[src/rtl/sdhost_pkg.sv]
// Shared constants, types and the CRC7 step function for the SD-host command engine.
package sdhost_pkg;

  // Response type codes as presented by the host register file
  localparam logic [1:0] RESP_NONE = 2'b00;
  localparam logic [1:0] RESP_R2   = 2'b01;
  localparam logic [1:0] RESP_48   = 2'b10;
  localparam logic [1:0] RESP_R3   = 2'b11;

  // CMD-line polynomial x^7 + x^3 + 1 (the x^7 term is implicit)
  localparam logic [6:0] CRC7_POLY = 7'h09;

  localparam int CMD_FRAME_LEN = 48;
  localparam int R2_FRAME_LEN  = 136;

  typedef enum logic [2:0] {
    IDLE  = 3'd0,
    SEND  = 3'd1,
    WAIT  = 3'd2,
    RECV  = 3'd3,
    CHECK = 3'd4,
    DONE  = 3'd5
  } state_e;

  // One serial CRC7 step, MSB-first data
  function automatic logic [6:0] crc7_step(input logic [6:0] crc, input logic din);
    logic fb;
    fb = din ^ crc[6];
    return {crc[5:0], 1'b0} ^ (fb ? CRC7_POLY : 7'h00);
  endfunction

endpackage

[src/rtl/sdhost_cmd_engine_if.sv]
// Host-register-file side of the command engine: command request, response
// payload with valid/ack, completion level and error flags.
interface sdhost_cmd_engine_if
  import sdhost_pkg::*;
#(
  parameter int RESP_W = 128
) ();
  logic              start;
  logic [5:0]        cmd_index;
  logic [31:0]       cmd_argument;
  logic [1:0]        resp_type;
  logic              index_chk_en;
  logic              crc_chk_en;
  logic              busy;
  logic [RESP_W-1:0] response;
  logic              enable_response;
  logic              ack_response;
  logic              command_complete;
  logic              ack_command_complete;
  logic              err_timeout;
  logic              err_crc;
  logic              err_index;
  logic              err_endbit;

  modport master (
    output start, cmd_index, cmd_argument, resp_type, index_chk_en, crc_chk_en,
    output ack_response, ack_command_complete,
    input  busy, response, enable_response, command_complete,
    input  err_timeout, err_crc, err_index, err_endbit
  );

  modport slave (
    input  start, cmd_index, cmd_argument, resp_type, index_chk_en, crc_chk_en,
    input  ack_response, ack_command_complete,
    output busy, response, enable_response, command_complete,
    output err_timeout, err_crc, err_index, err_endbit
  );
endinterface

[src/rtl/sdhost_crc7.sv]
// Serial CRC7 accumulator; shared by the transmit and receive paths.
module sdhost_crc7
  import sdhost_pkg::*;
(
  input  logic       clock,
  input  logic       reset,
  input  logic       clear,
  input  logic       enable,
  input  logic       din,
  output logic [6:0] crc
);

  // Accumulate one bit per enable; clear has priority over enable
  always_ff @(posedge clock) begin
    if (reset) begin
      crc <= 7'h00;
    end else if (clear) begin
      crc <= 7'h00;
    end else if (enable) begin
      crc <= crc7_step(crc, din);
    end
  end

endmodule

[src/rtl/sdhost_cmd_engine.sv]
// SD-host CMD-line engine: serialises a 48-bit command with CRC7, then
// waits for, deserialises and checks the card response.
module sdhost_cmd_engine
  import sdhost_pkg::*;
#(
  parameter int TIMEOUT_BITS = 64,
  parameter int TO_W         = 8,
  parameter int RESP_W       = 128
) (
  input  logic                clock,
  input  logic                reset,
  input  logic                sd_clk_en,
  input  logic                cmd_pin_in,
  output logic                cmd_pin_out,
  output logic                cmd_oe,
  sdhost_cmd_engine_if.slave  host
);

  state_e            state_r;
  logic [5:0]        idx_r;
  logic [1:0]        type_r;
  logic              ichk_r;
  logic              cchk_r;
  logic [47:0]       tx_shift_r;
  logic [127:0]      rx_shift_r;
  logic [7:0]        bit_cnt_r;
  logic [TO_W-1:0]   to_cnt_r;
  logic              busy_r;
  logic [RESP_W-1:0] response_r;
  logic              resp_valid_r;
  logic              cc_r;
  logic              err_timeout_r;
  logic              err_crc_r;
  logic              err_index_r;
  logic              err_endbit_r;

  logic [6:0]        crc_s;
  logic              crc_clr_s;
  logic              crc_en_s;
  logic              crc_din_s;
  logic [7:0]        last_bit_s;
  logic              rx_in_crc_s;

  sdhost_crc7 u_crc7 (
    .clock  (clock),
    .reset  (reset),
    .clear  (crc_clr_s),
    .enable (crc_en_s),
    .din    (crc_din_s),
    .crc    (crc_s)
  );

  // Receive framing: last bit index and whether the current bit is CRC-covered
  // (R2 excludes its first 8 bits; 48-bit frames include the start bit)
  always_comb begin
    last_bit_s  = (type_r == RESP_R2) ? 8'(R2_FRAME_LEN - 1) : 8'(CMD_FRAME_LEN - 1);
    rx_in_crc_s = (type_r == RESP_R2) ? ((bit_cnt_r >= 8'd8) && (bit_cnt_r < 8'd128))
                                      : (bit_cnt_r < 8'd40);
  end

  // CRC control: clear at command start and at end of transmit, feed TX/RX bits
  always_comb begin
    crc_clr_s = 1'b0;
    crc_en_s  = 1'b0;
    crc_din_s = 1'b0;
    case (state_r)
      IDLE: crc_clr_s = host.start;
      SEND: begin
        crc_en_s  = sd_clk_en && (bit_cnt_r < 8'd40);
        crc_din_s = tx_shift_r[47];
        crc_clr_s = sd_clk_en && (bit_cnt_r == 8'(CMD_FRAME_LEN));
      end
      WAIT: begin
        crc_en_s  = sd_clk_en && !cmd_pin_in && (type_r != RESP_R2);
        crc_din_s = cmd_pin_in;
      end
      RECV: begin
        crc_en_s  = sd_clk_en && rx_in_crc_s;
        crc_din_s = cmd_pin_in;
      end
      default: crc_clr_s = 1'b0;
    endcase
  end

  // Main FSM with all outputs registered
  always_ff @(posedge clock) begin
    if (reset) begin
      state_r       <= IDLE;
      idx_r         <= 6'd0;
      type_r        <= RESP_NONE;
      ichk_r        <= 1'b0;
      cchk_r        <= 1'b0;
      tx_shift_r    <= 48'd0;
      rx_shift_r    <= 128'd0;
      bit_cnt_r     <= 8'd0;
      to_cnt_r      <= '0;
      busy_r        <= 1'b0;
      cmd_pin_out   <= 1'b1;
      cmd_oe        <= 1'b0;
      response_r    <= '0;
      resp_valid_r  <= 1'b0;
      cc_r          <= 1'b0;
      err_timeout_r <= 1'b0;
      err_crc_r     <= 1'b0;
      err_index_r   <= 1'b0;
      err_endbit_r  <= 1'b0;
    end else begin
      if (host.ack_response) begin
        resp_valid_r <= 1'b0;
      end
      if (host.ack_command_complete) begin
        cc_r          <= 1'b0;
        err_timeout_r <= 1'b0;
        err_crc_r     <= 1'b0;
        err_index_r   <= 1'b0;
        err_endbit_r  <= 1'b0;
      end
      case (state_r)
        IDLE: begin
          if (host.start) begin
            idx_r         <= host.cmd_index;
            type_r        <= host.resp_type;
            ichk_r        <= host.index_chk_en;
            cchk_r        <= host.crc_chk_en;
            tx_shift_r    <= {1'b0, 1'b1, host.cmd_index, host.cmd_argument, 7'h00, 1'b1};
            bit_cnt_r     <= 8'd0;
            busy_r        <= 1'b1;
            cc_r          <= 1'b0;
            err_timeout_r <= 1'b0;
            err_crc_r     <= 1'b0;
            err_index_r   <= 1'b0;
            err_endbit_r  <= 1'b0;
            state_r       <= SEND;
          end
        end
        SEND: begin
          if (sd_clk_en) begin
            if (bit_cnt_r == 8'(CMD_FRAME_LEN)) begin
              cmd_oe      <= 1'b0;
              cmd_pin_out <= 1'b1;
              bit_cnt_r   <= 8'd0;
              to_cnt_r    <= '0;
              state_r     <= (type_r == RESP_NONE) ? DONE : WAIT;
            end else begin
              cmd_oe    <= 1'b1;
              bit_cnt_r <= bit_cnt_r + 8'd1;
              if (bit_cnt_r == 8'd40) begin
                // CRC is final here; splice it in ahead of the end bit
                cmd_pin_out <= crc_s[6];
                tx_shift_r  <= {crc_s[5:0], 1'b1, 41'd0};
              end else begin
                cmd_pin_out <= tx_shift_r[47];
                tx_shift_r  <= {tx_shift_r[46:0], 1'b0};
              end
            end
          end
        end
        WAIT: begin
          if (sd_clk_en) begin
            if (!cmd_pin_in) begin
              rx_shift_r <= {rx_shift_r[126:0], 1'b0};
              bit_cnt_r  <= 8'd1;
              state_r    <= RECV;
            end else if (to_cnt_r == TO_W'(TIMEOUT_BITS - 1)) begin
              err_timeout_r <= 1'b1;
              state_r       <= DONE;
            end else begin
              to_cnt_r <= to_cnt_r + 1'b1;
            end
          end
        end
        RECV: begin
          if (sd_clk_en) begin
            rx_shift_r <= {rx_shift_r[126:0], cmd_pin_in};
            bit_cnt_r  <= bit_cnt_r + 8'd1;
            if (bit_cnt_r == last_bit_s) begin
              state_r <= CHECK;
            end
          end
        end
        CHECK: begin
          err_endbit_r <= !rx_shift_r[0];
          err_crc_r    <= cchk_r && (type_r != RESP_R3) && (rx_shift_r[7:1] != crc_s);
          err_index_r  <= ichk_r && (type_r == RESP_48) && (rx_shift_r[45:40] != idx_r);
          response_r   <= (type_r == RESP_R2) ? RESP_W'(rx_shift_r[127:8])
                                              : RESP_W'(rx_shift_r[39:8]);
          resp_valid_r <= 1'b1;
          state_r      <= DONE;
        end
        DONE: begin
          cc_r    <= 1'b1;
          busy_r  <= 1'b0;
          state_r <= IDLE;
        end
        default: state_r <= IDLE;
      endcase
    end
  end

  assign host.busy             = busy_r;
  assign host.response         = response_r;
  assign host.enable_response  = resp_valid_r;
  assign host.command_complete = cc_r;
  assign host.err_timeout      = err_timeout_r;
  assign host.err_crc          = err_crc_r;
  assign host.err_index        = err_index_r;
  assign host.err_endbit       = err_endbit_r;

endmodule

[src/flat_wrapper.sv]
// flat-port wrapper written by rule: the top's interface ports become plain ports
module sdhost_cmd_engine_flat import sdhost_pkg::*;
#(
  parameter int TIMEOUT_BITS = 64,
  parameter int TO_W         = 8,
  parameter int RESP_W       = 128
)
  (clock, reset, sd_clk_en, cmd_pin_in, cmd_pin_out, cmd_oe, host_start, host_cmd_index, host_cmd_argument, host_resp_type, host_index_chk_en, host_crc_chk_en, host_ack_response, host_ack_command_complete, host_busy, host_response, host_enable_response, host_command_complete, host_err_timeout, host_err_crc, host_err_index, host_err_endbit);
  sdhost_cmd_engine_if #(.RESP_W(RESP_W)) host_i ();
  input  logic clock;
  input  logic reset;
  input  logic sd_clk_en;
  input  logic cmd_pin_in;
  output logic cmd_pin_out;
  output logic cmd_oe;
  input wire logic [$bits(host_i.start)-1:0] host_start;
  input wire logic [$bits(host_i.cmd_index)-1:0] host_cmd_index;
  input wire logic [$bits(host_i.cmd_argument)-1:0] host_cmd_argument;
  input wire logic [$bits(host_i.resp_type)-1:0] host_resp_type;
  input wire logic [$bits(host_i.index_chk_en)-1:0] host_index_chk_en;
  input wire logic [$bits(host_i.crc_chk_en)-1:0] host_crc_chk_en;
  input wire logic [$bits(host_i.ack_response)-1:0] host_ack_response;
  input wire logic [$bits(host_i.ack_command_complete)-1:0] host_ack_command_complete;
  output wire logic [$bits(host_i.busy)-1:0] host_busy;
  output wire logic [$bits(host_i.response)-1:0] host_response;
  output wire logic [$bits(host_i.enable_response)-1:0] host_enable_response;
  output wire logic [$bits(host_i.command_complete)-1:0] host_command_complete;
  output wire logic [$bits(host_i.err_timeout)-1:0] host_err_timeout;
  output wire logic [$bits(host_i.err_crc)-1:0] host_err_crc;
  output wire logic [$bits(host_i.err_index)-1:0] host_err_index;
  output wire logic [$bits(host_i.err_endbit)-1:0] host_err_endbit;
  assign host_i.start = host_start;
  assign host_i.cmd_index = host_cmd_index;
  assign host_i.cmd_argument = host_cmd_argument;
  assign host_i.resp_type = host_resp_type;
  assign host_i.index_chk_en = host_index_chk_en;
  assign host_i.crc_chk_en = host_crc_chk_en;
  assign host_i.ack_response = host_ack_response;
  assign host_i.ack_command_complete = host_ack_command_complete;
  assign host_busy = host_i.busy;
  assign host_response = host_i.response;
  assign host_enable_response = host_i.enable_response;
  assign host_command_complete = host_i.command_complete;
  assign host_err_timeout = host_i.err_timeout;
  assign host_err_crc = host_i.err_crc;
  assign host_err_index = host_i.err_index;
  assign host_err_endbit = host_i.err_endbit;
  sdhost_cmd_engine #(.TIMEOUT_BITS(TIMEOUT_BITS), .TO_W(TO_W), .RESP_W(RESP_W)) u_core (.clock(clock), .reset(reset), .sd_clk_en(sd_clk_en), .cmd_pin_in(cmd_pin_in), .cmd_pin_out(cmd_pin_out), .cmd_oe(cmd_oe), .host(host_i));
endmodule
[config.mk]
export PLATFORM = sky130hd
export DESIGN_NAME = sdhost_cmd_engine_flat
export DESIGN_NICKNAME = d
export VERILOG_FILES = /design/src/rtl/sdhost_pkg.sv /design/src/rtl/sdhost_cmd_engine_if.sv /design/src/rtl/sdhost_crc7.sv /design/src/rtl/sdhost_cmd_engine.sv /design/src/flat_wrapper.sv
export SDC_FILE = /design/constraint.sdc
export NUM_CORES = 1
export LEC_CHECK = 0
export CAP_MARGIN = 0
export CORE_AREA = 10 10 197 199
export DETAILED_ROUTE_END_ITERATION = 12
export DIE_AREA = 0 0 207 209
export GPL_TIMING_DRIVEN = 0
export PLACE_DENSITY = 0.7
export SETUP_SLACK_MARGIN = 0.05
export SYNTH_ARGS = -nofsm -noshare
export SYNTH_HDL_FRONTEND = slang
export SYNTH_SLANG_ARGS = --single-unit
export TNS_END_PERCENT = 1
[constraint.sdc]
create_clock -name clock -period 2 [get_ports clock]
set_clock_uncertainty 0.05 [all_clocks]
set_input_delay 0.4 -clock clock [delete_from_list [all_inputs] [get_ports clock]]
set_output_delay 0.4 -clock clock [all_outputs]
set_load 0.01 [all_outputs]
---- Word level (Yosys, flattened, before mapping) ----
Index checks and enable logic that the tools add are counted.
storage, ports and cells
  register bits ........................... 349
  input bits .............................. 49
  output and inout port bits .............. 137
  logic and storage cells ................. 147
operators by class
  order comparisons ....................... 3
  eq/ne operators ......................... 26
  reductions and logical operators ........ 30
  bitwise logic cells ..................... 2
  mux-type cells .......................... 64
  add/sub/neg operators ................... 2
operators by type and width
  operator                                                                       number
  128-bit two-way mux                                                            3
  128-bit case mux with 2 select lines                                           1
  48-bit two-way mux                                                             4
  120-bit two-way mux                                                            1
  8-bit two-way mux                                                              12
  48-bit case mux with 2 select lines                                            1
  8-bit case mux with 4 select lines                                             1
  3-bit two-way mux                                                              9
  8-bit by 6-bit == test with 1-bit output (second input constant)               3
  1-bit two-way mux                                                              20
  2-bit != test (second input constant)                                          9
  8-bit by 1-bit adder with 8-bit output (second input constant)                 2
  1-bit case mux with 2 select lines                                             8
  8-bit case mux with 2 select lines                                             1
  3-bit case mux with 5 select lines                                             1
  6-bit AND reduction                                                            2
  1-bit logical AND                                                              10
  2-bit nonzero test                                                             5
  8-bit == test                                                                  1
  8-bit by 4-bit >= comparator with 1-bit output (second input constant)         1
  8-bit by 6-bit less-than comparator with 1-bit output (second input constant)  1
  8-bit less-than comparator (second input constant)                             1
  4-bit AND reduction                                                            2
  7-bit != test                                                                  1
  19 further kinds                                                               27

---- Depth between registers and ports, before layout ----
  depth in word-level cells ............... 6
  mapped depth ............................ 8
  gate-level depth less buffers ........... 6

---- Modules after synthesis ----
A second synthesis with hierarchy kept.
unflattened totals
  cells, all modules ...................... 1,590
  area, all modules ....................... 12,879.9 um2
by module, submodules not included
  module             seq. area each (um2)  instances  area an instance (um2)  cells an instance
  sdhost_cmd_engine  6,686.4               1          12,603.3                1,562
  sdhost_crc7        140.1                 1          276.5                   28

---- Worst setup path after synthesis ----
Ideal clock, no wire load.
  path type ............................... reg-to-reg
  start point ............................. reg u_core.bit_cnt_r[3]
  end point ............................... reg u_core.tx_shift_r[39]
  setup slack ............................. 0.218 ns
  arrival ................................. 1.610 ns
  buffers on the path ..................... 2
  stages on the path, launching flop included .. 8
  cells stage by stage .................... dfxtp_1 buf_2 and4bb_2 and3_1 nor2_4 nor3_2 buf_2 a221o_1
between the ends
  word-level cells in the longest chain between the ends .. 5
  elaborated cells between the ends (all ways) .. 8
  those cells by class .................... eq/ne: 3; mux: 4; reduce/logical: 1
RTL lines
  item                                      line                      text
  start, declared                           sdhost_cmd_engine.sv:26   logic [7:0] bit_cnt_r;
  start signal, assigned                    sdhost_cmd_engine.sv:146  bit_cnt_r <= bit_cnt_r + 8'd1;
  start signal, assigned                    sdhost_cmd_engine.sv:175  bit_cnt_r <= bit_cnt_r + 8'd1;
  8-bit by 6-bit == test with 1-bit output  sdhost_cmd_engine.sv:147  if (bit_cnt_r == 8'd40) begin
  48-bit two-way mux                        sdhost_cmd_engine.sv:147
  48-bit two-way mux                        sdhost_cmd_engine.sv:138  if (bit_cnt_r == 8'(CMD_FRAME_LEN)) begin
  48-bit two-way mux                        sdhost_cmd_engine.sv:137  if (sd_clk_en) begin
  48-bit case mux with 2 select lines       sdhost_cmd_engine.sv:118  case (state_r)
  end signal, assigned                      sdhost_cmd_engine.sv:125  tx_shift_r <= {1'b0, 1'b1, host.cmd_index, host.cmd_argument, 7'h00, 1'b1};
  end signal, assigned                      sdhost_cmd_engine.sv:150  tx_shift_r <= {crc_s[5:0], 1'b1, 41'd0};
  end signal, assigned                      sdhost_cmd_engine.sv:153  tx_shift_r <= {tx_shift_r[46:0], 1'b0};
  end, declared                             sdhost_cmd_engine.sv:24   logic [47:0] tx_shift_r;
Several ways; a longest one is shown, not always the timed one. The select of a mux whose other input is x is not followed.
A chain may end at the register's enable or synchronous reset.

---- Worst setup path in the final report ----
  start point ............................. in reset
  end point ............................... reg u_core.idx_r[4]
RTL lines
  item                  line                      text
  start, declared       flat_wrapper.sv:11        input logic reset;
  end signal, assigned  sdhost_cmd_engine.sv:121  idx_r <= host.cmd_index;
  end, declared         sdhost_cmd_engine.sv:20   logic [5:0] idx_r;
No word-level cell between the ends.

==> qor.csv <==
stage;metric;value;unit
run_status;status;finished with violations;
run_status;failing checks;setup timing;
synthesis;EDFF count, synth;0;
sta;measured slew at the worst slew-check pin;600;ps
setup_path;Worst Reg-to-Reg Cells;6;
setup_path;critical-path cell list;clkdlybuf4s50_1, clkbuf_2, clkbuf_2, clkbuf_1, a21oi_1;
clock_network;CTS Buf Count;37;
setup_path;crit path to;u_core.idx_r[4];
floorplan;Die Area;43300;um2
layout;layout cells sized above 1;0.114;
synthesis;area of the mapped netlist;13100;um2
layout;Cell Count, Final, Fillers Out;2309;
synthesis;Post-Syn Area per Cell;8.27;um2
routing;drt pass-1 iters;5;
setup_path;cell repeated most along the worst path;clkbuf_2;
setup_path;CP max stage delay;730;ps
sta;fmax;0.495;GHz
layout;final net count;1874;
global_routing;global-route wire length before repair;57700;um
routing;DR WL/cell;15.7;um
placement;hpwl dp;25600;um
placement;number of port buffers;177;
sta;Max Slew Vio Count;0;
routing;via count;11700;
setup_path;worst path arrival time;2340;ps
synthesis;top cells by count, synth;nand2_1, dfxtp_1, a21oi_1;
sta;unrepaired setup endpoints after global routing;true;
setup_path;RR Startpoint;u_core.state_r[0];
sta;post-layout min period;2020;ps
synthesis;Top FF cell, synth;dfxtp_1;
setup_path;Worst EP required;2320;ps
placement;RePlAce Congestion;0.867;
power;power per cell area;1000;nW/um2
synthesis;most area-hungry cell type in the Yosys netlist;dfxtp_1;
sta;Min Hold Slack;328;ps
synthesis;post-synthesis sequential area ratio;0.523;
floorplan;Initial Utilization;0.373;
layout;P&R area growth vs syn;30.8;%
synthesis;Post-Synthesis Cells;1580;
setup_path;Setup crit start;reset;
setup_path;Crit Reg-Reg Endpoint;u_core.tx_shift_r[47];
clock_network;Reg clk slew, reported paths;60;ps
setup_path;Critical Path End Type;flip-flop;
routing;Total Wirelength;36300;um
global_routing;Congestion Overflow GR;0;
clock_network;# H-tree levels;2;
routing;number of routed nets with antenna violations;0;
synthesis;cell with the most instances after synthesis;nand2_1;
sta;Max-slew headroom;0.597;
floorplan;Core Rows;69;
clock_network;CTS tree;yes;
global_routing;antenna violations before repair;2;
global_routing;pin count of the biggest net entering global routing;20;
layout;Fill cells;3306;
floorplan;Die Height;209;um
clock_network;Clk Latency, worst-skew pair;520;ps
clock_network;Root Buffer;clkbuf_16;
clock_network;CTS Buffer Depth;3;
setup_path;Worst Path Max Fanout;10;
placement;worst slack, placed;-1080;ps
routing;drt drc;0;
routing;drt initial violations;802;
sta;Setup WS post-layout;-21.7;ps
routing;vias per cell;5.07;
setup_path;reg-to-reg slack, setup;70;ps
placement;placed cell count;2225;
power;P_leak;6.02;nW
power;peak supply drop;0.638;mV
floorplan;Core Region;35100;um2
setup_path;Slowest-stage cell, CP;clkdlybuf4s50_1;
synthesis;Post-synth ARST share;0;
setup_path;Setup CP Type;in -> reg;
sta;Tcrit/Tclk final;1.01;
min_path;class of the worst hold path;in -> reg;
clock_network;clk sinks;341;
synthesis;Synth warnings;0;
sta;final hold vios;0;
floorplan;DIE WIDTH;207;um
global_routing;Tot GR Track Use;0.157;
sta;final setup TNS;-47.2;ps
clock_network;Hold Buf Count CTS;0;
global_routing;vias in the first global route;11200;
floorplan;# IOs;186;
power;total power;17.1;mW
synthesis;#FFs+latches synth;341;
setup_path;CP Launch Type;input port;
run;MaxCap Viol Count;0;
synthesis;Synth top area share;0.523;
synthesis;Unique masters post-synth;67;
synthesis;synth top area cells;dfxtp_1, nand2_1, a21oi_1, nand3_1, a221o_1;
sta;Setup violations, final;4;
## sequential cells by signal (all words and copies together), names as in the netlist, 2 cells and up
| name | flops |
|---|---|
| u_core.rx_shift_r | 128 |
| u_core.host.response | 120 |
| u_core.tx_shift_r | 48 |
| u_core.bit_cnt_r | 8 |
| u_core.to_cnt_r | 8 |
| u_core.u_crc7.crc | 7 |
| u_core.idx_r | 6 |
| u_core.state_r | 3 |
| u_core.type_r | 2 |
## report_power, final
| group | switching, mW | total [mW] | internal [mW] | leakage (nW) |
|---|---|---|---|---|
| logic | 1.95 | 3.08 | 1.13 | 2.68 |
| registers | 0.271 | 7.42 | 7.14 | 2.76 |
| clock network | 2.65 | 6.59 | 3.94 | 0.580 |
| total | 4.87 | 17.1 | 12.2 | 6.02 |
## layout make-up
type / instances / area, um2 / area share
Antenna cell: 3 / 7.51 / 0.000439
Buffer: 122 / 693 / 0.0406
Clock buffer: 56 / 1110 / 0.0649
Clock inverter: 6 / 66.3 / 0.00388
Inverter: 10 / 37.5 / 0.00220
Multi-Input combinational cell: 1111 / 5750 / 0.337
Sequential cell: 341 / 6840 / 0.401
Tap cell: 461 / 577 / 0.0338
Timing Repair Buffer: 199 / 2000 / 0.117
## metrics by stage
step | instance area (um2) | utilization
after floorplan | 13100 | -
after global placement | 15400 | 0.440
after detailed placement | 15400 | 0.440
after CTS | 16700 | 0.478
after global routing | 17100 | 0.487
final | 17100 | 0.487
## per-layer routing
layer  global-route usage  part of all wire  up-vias  routed length (um)
met5                    0                 0        -                   0
met4               0.0458             0.019        0                 700
met3               0.0374             0.066       55                2390
met2                0.265              0.47      313               17200
met1                0.194              0.44     5492               16000
li1                     -                 -     5843                   -
## kinds of logic (layout without fill, tap and decap cells)
kind of cell,after synthesis,in the layout,share of synthesized area
buffers and inverters,135,393,0.0472
and+or+nand+nor,696,696,0.236
xor gates and xnor gates,25,25,0.0168
AOI/OAI and AO/OA,364,364,0.162
DFF,341,341,0.523
adders and majority gates,3,3,0.00287
other,1,11,0.000287
muxes,15,15,0.0118
## critical path, delay by kind of cell
family / cells / cell delay (ps)
buffers and inverters: 4 / 1840
AO/OA/AOI/OAI: 1 / 90
## cell usage in the layout, fill, tap and decap left out, drive strengths merged, types with 3 or more instances in the layout
cell type / netlist / final
nand2: 455 / 455
dfxtp: 341 / 341
a21oi: 290 / 290
clkdlybuf4s50: 0 / 165
clkbuf: 72 / 131
nand3: 113 / 113
buf: 53 / 69
nor2: 44 / 44
and2: 33 / 33
a221o: 32 / 32
xnor2: 18 / 18
mux2i: 12 / 12
a211oi: 12 / 12
inv: 10 / 10
dlymetal6s2s: 0 / 10
nand4: 9 / 9
conb: 1 / 8
xor2: 7 / 7
a31oi: 6 / 6
nor3: 6 / 6
nor4: 6 / 6
o21ai: 6 / 6
clkinv: 0 / 5
nand3b: 4 / 4
diode: 0 / 3
nand2b: 3 / 3
mux2: 3 / 3
a211o: 3 / 3
a31o: 3 / 3
or3: 3 / 3
nor3b: 3 / 3
ha: 3 / 3
## worst min-delay path by stage
stage,startpoint,end,slack [ps],depth (start not counted)
after detailed placement,u_core.host.response[58],u_core.host.response[58],390,2
after global placement,u_core.tx_shift_r[41],u_core.tx_shift_r[41],390,2
final,cmd_pin_in,u_core.rx_shift_r[0],330,3
after global routing,cmd_pin_in,u_core.rx_shift_r[0],340,3
after floorplan,u_core.tx_shift_r[41],u_core.tx_shift_r[41],380,2
after CTS,u_core.host.response[97],u_core.host.response[97],400,2
## repair_timing
action	in CTS	in global routing
gates cloned	0	2
endpoints found under the setup margin	318	300
gates resized for setup	36	114
hold endpoints to repair	0	0
buffers inserted	6	14
pin swaps	2	25
Power figures use the tool's default switching activity.
